**src/rtl/mips_loader_pkg.sv**
```systemverilog
// Shared types and constants for the MIPS boot loader.
package mips_loader_pkg;

   typedef enum logic [2:0] {
      S_IDLE,
      S_LOAD,
      S_FILL,
      S_HOLD,
      S_RUN,
      S_DONE
   } state_t;

   localparam int unsigned CH_IMEM = 0;
   localparam int unsigned CH_DMEM = 1;
   localparam int unsigned CH_RF   = 2;

   // Index width that never collapses to zero bits for a single channel.
   function automatic int unsigned clog2_min1(input int unsigned n);
      return (n > 1) ? $clog2(n) : 1;
   endfunction

endpackage

```
**src/rtl/loader_fill_gen.sv**
```systemverilog
// Fill address counter and base+stride data generator for the boot loader.
module loader_fill_gen
   import mips_loader_pkg::*;
#(
   parameter int unsigned AW     = 10,
   parameter int unsigned DW     = 32,
   parameter int unsigned DEPTH  = 32,
   parameter int unsigned STRIDE = 4
) (
   input  logic          clk,
   input  logic          rst_n,
   input  logic          load,
   input  logic          advance,
   input  logic [DW-1:0] base,
   output logic [AW-1:0] addr,
   output logic [DW-1:0] data,
   output logic          last_c
);

   logic [31:0] cnt;

   // load restarts the sequence at index 0; advance steps to the next word
   always_ff @(posedge clk or negedge rst_n) begin
      if (!rst_n) begin
         cnt  <= '0;
         data <= '0;
      end else if (load) begin
         cnt  <= '0;
         data <= base;
      end else if (advance) begin
         cnt  <= cnt + 32'd1;
         data <= data + DW'(STRIDE);
      end
   end

   assign addr   = AW'(cnt);
   assign last_c = (cnt == 32'(DEPTH - 1));

endmodule

```
**src/rtl/mips_boot_loader.sv**
```systemverilog
// Memory loader and reset/run sequencer for the single-cycle MIPS CPU.
// Optional MIPS_LOADER_CHECKSUM_EN adds exp_sum/chk_sum write-checksum gating of the run.
module mips_boot_loader
   import mips_loader_pkg::*;
#(
   parameter int unsigned AW          = 10,
   parameter int unsigned DW          = 32,
   parameter int unsigned NCH         = 3,
   parameter int unsigned HOLD_CYC    = 2,
   parameter int unsigned RUN_CYC     = 10000,
   parameter int unsigned FILL_DEPTH  = 32,
   parameter int unsigned FILL_STRIDE = 4
) (
   input  logic                        Clk,
   input  logic                        Reset,
   input  logic                        start,
   input  logic                        in_valid,
   output logic                        in_ready,
   input  logic [clog2_min1(NCH)-1:0]  in_chan,
   input  logic                        in_fill,
   input  logic [AW-1:0]               in_addr,
   input  logic [DW-1:0]               in_data,
   input  logic                        in_last,
`ifdef MIPS_LOADER_CHECKSUM_EN
   input  logic [DW-1:0]               exp_sum,
`endif
   output logic [NCH-1:0]              mem_we,
   output logic [AW-1:0]               mem_addr,
   output logic [DW-1:0]               mem_wdata,
   output logic                        cpu_reset,
   output logic [31:0]                 run_cnt,
   output logic                        busy,
   output logic                        done,
`ifdef MIPS_LOADER_CHECKSUM_EN
   output logic [DW-1:0]               chk_sum,
`endif
   output logic                        err
);

   localparam int unsigned CW = clog2_min1(NCH);

   state_t         state, state_d;
   logic           in_ready_d, cpu_reset_d, busy_d, done_d, err_d;
   logic [NCH-1:0] mem_we_d;
   logic [AW-1:0]  mem_addr_d;
   logic [DW-1:0]  mem_wdata_d;
   logic [31:0]    run_cnt_d, hold_cnt, hold_cnt_d;
   logic [CW-1:0]  fill_chan, fill_chan_d;
   logic           fill_last, fill_last_d;
   logic           fill_load_c, fill_adv_c, fill_last_c, chan_ok_c;
   logic [AW-1:0]  fill_addr;
   logic [DW-1:0]  fill_data;
`ifdef MIPS_LOADER_CHECKSUM_EN
   logic [DW-1:0]  chk_sum_d;
`endif

   assign chan_ok_c = (32'(in_chan) < NCH);

   loader_fill_gen #(
      .AW     (AW),
      .DW     (DW),
      .DEPTH  (FILL_DEPTH),
      .STRIDE (FILL_STRIDE)
   ) u_fill (
      .clk     (Clk),
      .rst_n   (Reset),
      .load    (fill_load_c),
      .advance (fill_adv_c),
      .base    (in_data),
      .addr    (fill_addr),
      .data    (fill_data),
      .last_c  (fill_last_c)
   );

   always_ff @(posedge Clk or negedge Reset) begin
      if (!Reset) begin
         state     <= S_IDLE;
         in_ready  <= 1'b0;
         mem_we    <= '0;
         mem_addr  <= '0;
         mem_wdata <= '0;
         cpu_reset <= 1'b1;
         run_cnt   <= '0;
         busy      <= 1'b0;
         done      <= 1'b0;
         err       <= 1'b0;
         hold_cnt  <= '0;
         fill_chan <= '0;
         fill_last <= 1'b0;
`ifdef MIPS_LOADER_CHECKSUM_EN
         chk_sum   <= '0;
`endif
      end else begin
         state     <= state_d;
         in_ready  <= in_ready_d;
         mem_we    <= mem_we_d;
         mem_addr  <= mem_addr_d;
         mem_wdata <= mem_wdata_d;
         cpu_reset <= cpu_reset_d;
         run_cnt   <= run_cnt_d;
         busy      <= busy_d;
         done      <= done_d;
         err       <= err_d;
         hold_cnt  <= hold_cnt_d;
         fill_chan <= fill_chan_d;
         fill_last <= fill_last_d;
`ifdef MIPS_LOADER_CHECKSUM_EN
         chk_sum   <= chk_sum_d;
`endif
      end
   end

   // Next state plus next values of every registered output
   always_comb begin
      state_d     = state;
      mem_we_d    = '0;
      mem_addr_d  = mem_addr;
      mem_wdata_d = mem_wdata;
      run_cnt_d   = run_cnt;
      err_d       = err;
      hold_cnt_d  = hold_cnt;
      fill_chan_d = fill_chan;
      fill_last_d = fill_last;
      fill_load_c = 1'b0;
      fill_adv_c  = 1'b0;
`ifdef MIPS_LOADER_CHECKSUM_EN
      chk_sum_d   = chk_sum;
`endif

      case (state)
         S_IDLE, S_DONE: begin
            if (start) begin
               state_d   = S_LOAD;
               run_cnt_d = '0;
               err_d     = 1'b0;
`ifdef MIPS_LOADER_CHECKSUM_EN
               chk_sum_d = '0;
`endif
            end
         end
         S_LOAD: begin
            hold_cnt_d = '0;
            if (in_valid && in_ready) begin
               if (!chan_ok_c) begin
                  err_d = 1'b1;
                  if (in_last) state_d = S_HOLD;
               end else if (in_fill) begin
                  fill_load_c = 1'b1;
                  fill_chan_d = in_chan;
                  fill_last_d = in_last;
                  state_d     = S_FILL;
               end else begin
                  mem_we_d    = NCH'(1) << in_chan;
                  mem_addr_d  = in_addr;
                  mem_wdata_d = in_data;
                  if (in_last) state_d = S_HOLD;
               end
            end
         end
         S_FILL: begin
            hold_cnt_d  = '0;
            fill_adv_c  = 1'b1;
            mem_we_d    = NCH'(1) << fill_chan;
            mem_addr_d  = fill_addr;
            mem_wdata_d = fill_data;
            if (fill_last_c) state_d = fill_last ? S_HOLD : S_LOAD;
         end
         S_HOLD: begin
            if (hold_cnt == 32'(HOLD_CYC - 1)) state_d = S_RUN;
            else hold_cnt_d = hold_cnt + 32'd1;
`ifdef MIPS_LOADER_CHECKSUM_EN
            // Checked on the first HOLD cycle, once the last write has been summed
            if (hold_cnt == '0 && chk_sum != exp_sum) begin
               err_d   = 1'b1;
               state_d = S_DONE;
            end
`endif
         end
         S_RUN: begin
            run_cnt_d = run_cnt + 32'd1;
            if (run_cnt_d == 32'(RUN_CYC)) state_d = S_DONE;
         end
         default: state_d = S_IDLE;
      endcase

`ifdef MIPS_LOADER_CHECKSUM_EN
      if (|mem_we_d) chk_sum_d = chk_sum_d + mem_wdata_d;
`endif

      in_ready_d  = (state_d == S_LOAD);
      cpu_reset_d = (state_d != S_RUN);
      done_d      = (state_d == S_DONE);
      busy_d      = (state_d == S_LOAD) || (state_d == S_FILL) ||
                    (state_d == S_HOLD) || (state_d == S_RUN);
   end

endmodule

```
**config.mk**
```make
export PLATFORM = sky130hd
export DESIGN_NAME = mips_boot_loader
export DESIGN_NICKNAME = d
export VERILOG_FILES = /design/src/rtl/mips_loader_pkg.sv /design/src/rtl/loader_fill_gen.sv /design/src/rtl/mips_boot_loader.sv
export SDC_FILE = /design/constraint.sdc
export NUM_CORES = 1
export LEC_CHECK = 0
export CAP_MARGIN = 20
export CORE_UTILIZATION = 55
export DETAILED_ROUTE_END_ITERATION = 7
export GPL_ROUTABILITY_DRIVEN = 1
export PLACE_DENSITY = 0.81
export SYNTH_ARGS = -nofsm -noshare
export SYNTH_HDL_FRONTEND = slang
export SYNTH_SLANG_ARGS = --single-unit
```
**constraint.sdc**
```tcl
create_clock -name Clk -period 3.2 [get_ports Clk]
set_input_delay 0.32 -clock Clk [delete_from_list [all_inputs] [get_ports Clk]]
set_output_delay 0.32 -clock Clk [all_outputs]
set_load 0.02 [all_outputs]
```
==> results.sh <==
export IMPL_status="finished clean"
export IMPL_min_period_ps=2880
export IMPL_hpwl_um=16600
export IMPL_comb_power_share=0.030
export IMPL_fin_setup_tns_ps=0
export IMPL_clkSinkCount=184
export IMPL_cp_arrival_ps=3200
export IMPL_ys_async_sr_fraction=1.00
export IMPL_dr_first_iter_drc_count=788
export IMPL_yosysTopAreaCell="dfrtp_1"
export IMPL_ir_worst_vdd_mv=0.385
export IMPL_clockPowerShare=0.467
export IMPL_drt_first_pass_iters=5
export IMPL_cts_buffers=17
export IMPL_synth_edf_count=0
export IMPL_relSlewSlack=0.391
export IMPL_hold_viol_final=0
export IMPL_fin_nets=1290
export IMPL_fmax_mhz=347
export IMPL_gp_congestion=0.900
export IMPL_io_pin_count=132
export IMPL_startpoint_type="flip-flop"
export IMPL_wl_per_cell_um=16.6
export IMPL_drtAntennaViolNets=0
export IMPL_drv_slew=0
export IMPL_rows=48
export IMPL_cts_root_buffer="clkbuf_16"
export IMPL_grt_overflow_total=0
export IMPL_rsz0062_at_grt="false"
export IMPL_syn_inst=1123
export IMPL_vias=8835
export IMPL_end_kind="flip-flop"
export IMPL_worst_path_buf_inv=1
export IMPL_yosys_top_cells_area="dfrtp_1, nand2_1, nor2_1"
export IMPL_antenna_found_initial=0
export IMPL_path_clk_slew_ps=70
export IMPL_synth_seq_area_share=0.475
export IMPL_avgSynthCellArea_um2=8.63
export IMPL_h_tree_depth=4
export IMPL_drive_above_1_share=0.0569
export IMPL_hp_class="in2async"
export IMPL_synth_cell_types=59
export IMPL_die_area_um2=18200
export IMPL_syn_num_nets=1178
export IMPL_initial_utilization=0.563
export IMPL_cp_slowest_cell="or4_1"
export IMPL_grt_pass1_vias=8195
export IMPL_area_delta_synth_final_pct=22.9
export IMPL_tightestPinTransition_ps=910
export IMPL_die_y_um=135
export IMPL_clk_path_buf_depth=2
export IMPL_cts_tree="yes"
export IMPL_crit_path_cell_trace="ha_1 -> nand3_1 -> or4_1 -> or3_1 -> o2111ai_1 -> nor4_1 -> a31oi_1 -> inv_1 -> and2_1"
export IMPL_cap_violations=0
export IMPL_worstSetupPathType="reg2reg"
export IMPL_insertion_delay_ps=430
export IMPL_core_um2=17200
export IMPL_layout_setup_ws_ps=320
export IMPL_finalSetupViolations=0
export IMPL_diodes=0
export IMPL_netlist_area_leader_share=0.472
export IMPL_synth_seq_cells=184
export IMPL_nFillCells=1325
export IMPL_grt_usage=0.282
export IMPL_syn_area_um2=9700
export IMPL_finClkSkew_ps=9.38
export IMPL_crit_family="simple AND/OR/NAND/NOR gates"
export IMPL_final_common_cell="nand2_1"
export IMPL_post_route_drc_count=0
export IMPL_cp_slowest_stage_delay_ps=670
export IMPL_finalCritPeriodShare=0.900
export IMPL_drt_total_wl_um=24400
export IMPL_mostFrequentLayoutCells="nand2_1, dfrtp_1, nor2_1"
export IMPL_grt_max_degree=79
export IMPL_dp_worst_setup_slack_ps=306
export IMPL_reg2reg_slack_ps=320
export IMPL_switching_share=0.208
export IMPL_cp_required_ps=3520
export IMPL_yosys_most_used_dff="dfrtp_1"
export IMPL_ys_warn_count=0
export IMPL_viasPerCell=6.00
export IMPL_die_x_um=135
export IMPL_grt_pass1_wl_um=40900
export IMPL_p_leak_nw=4.68
export IMPL_switching_power_w=0.000963
export IMPL_seqPwrFrac=0.503
export IMPL_p_per_area_nw_per_um2=388
export IMPL_intPower_w=0.00366
export IMPL_postCtsSetupBuffers=0
export IMPL_io_buffers=131
export IMPL_crit_fanout=7
metrics by stage:
stage                util  total power (W)  instances  instance area [um2]  hold slack [ps]
CTS                 0.691          0.00466       1472                11900              439
finish              0.691          0.00462       1472                11900              444
global route        0.691          0.00477       1472                11900              483
floorplan               -          0.00238       1123                 9700             24.4
detailed placement  0.655          0.00251       1440                11300              357
global placement    0.655          0.00251       1440                11300              357
power by group through the flow:
stage | logic [W] | registers (W) | clock network [W]
after floorplan | 0.0000128 | 0.00237 | 0
after global placement | 0.000138 | 0.00237 | 0
after detailed placement | 0.000139 | 0.00237 | 0
after CTS | 0.000140 | 0.00232 | 0.00219
after global routing | 0.000154 | 0.00232 | 0.00229
final | 0.000137 | 0.00233 | 0.00216
synth_stat cells (8+ instances only):
master    count
a21oi_1      24
a221o_1       9
a31oi_1      52
and2_1       10
and3_1       29
and4_1        8
buf_1        11
clkbuf_1     45
dfrtp_1     183
inv_1        16
nand2_1     193
nand3_1      45
nand4_1      36
nor2_1      155
nor3_1       23
nor4_1       26
o21ai_0      78
o31ai_1      10
or3_1        11
xnor2_1      22
xor2_1       52
flip-flops by register name, indices dropped and copies added (netlist names), 2 cells and up:
register,cells
mem_addr,10
run_cnt,32
mem_wdata,32
mem_we,3
u_fill.cnt,32
state,3
u_fill.data,32
fill_chan,2
hold_cnt,32
final timing paths:
path                                     start              to  cells past startpoint
worst min-delay path                     Reset    mem_wdata[0]                      2
max in group asynchronous                Reset   mem_wdata[16]                      3
worst max-delay path                run_cnt[0]            done                      9
min in group Clk                    in_addr[4]     mem_addr[4]                      3
worst min register to register  u_fill.data[1]  u_fill.data[1]                      2
worst max register to register      run_cnt[0]            done                      9
logic make-up after synthesis:
kind of cell               count (synthesis)  share of synthesized area
AOI/OAI and AO/OA                        208                      0.133
xor gates and xnor gates                  74                     0.0668
adders and majority gates                  5                    0.00645
buffers and inverters                     75                     0.0294
DFF                                      184                      0.475
muxes                                      2                    0.00206
and+or+nand+nor                          575                      0.287
layer usage:
layer | GRT usage | vias up | part of all wire
li1 | - | 4214 | -
met1 | 0.400 | 4266 | 0.45
met2 | 0.440 | 309 | 0.47
met3 | 0.0473 | 46 | 0.058
met4 | 0.0955 | 0 | 0.023
met5 | 0 | - | 0
worst register-to-register path, cell delays in order (launching register included):
cell       delay (ps)
dfrtp_1           460
ha_1              260
nand3_1           270
or4_1             670
or3_1             350
o2111ai_1         120
nor4_1             70
a31oi_1           290
inv_1             120
and2_1            150
what timing repair did:
item / 4_1_cts / 5_1_grt
hold buffers: 1 / 0
gates resized for setup: 0 / 2
endpoints found under the setup margin: 0 / 3
endpoints found under the hold margin: 64 / 0
cell type report:
class,count,area (um2),share of cell area
Clock inverter,10,144,0.0121
Inverter,16,60.1,0.00504
Clock buffer,21,460,0.0386
Timing Repair Buffer,152,1520,0.128
Tap cell,225,282,0.0236
Multi-Input combinational cell,864,4840,0.406
Sequential cell,184,4610,0.386
No activity file was read; power rests on OpenSTA's default activity.
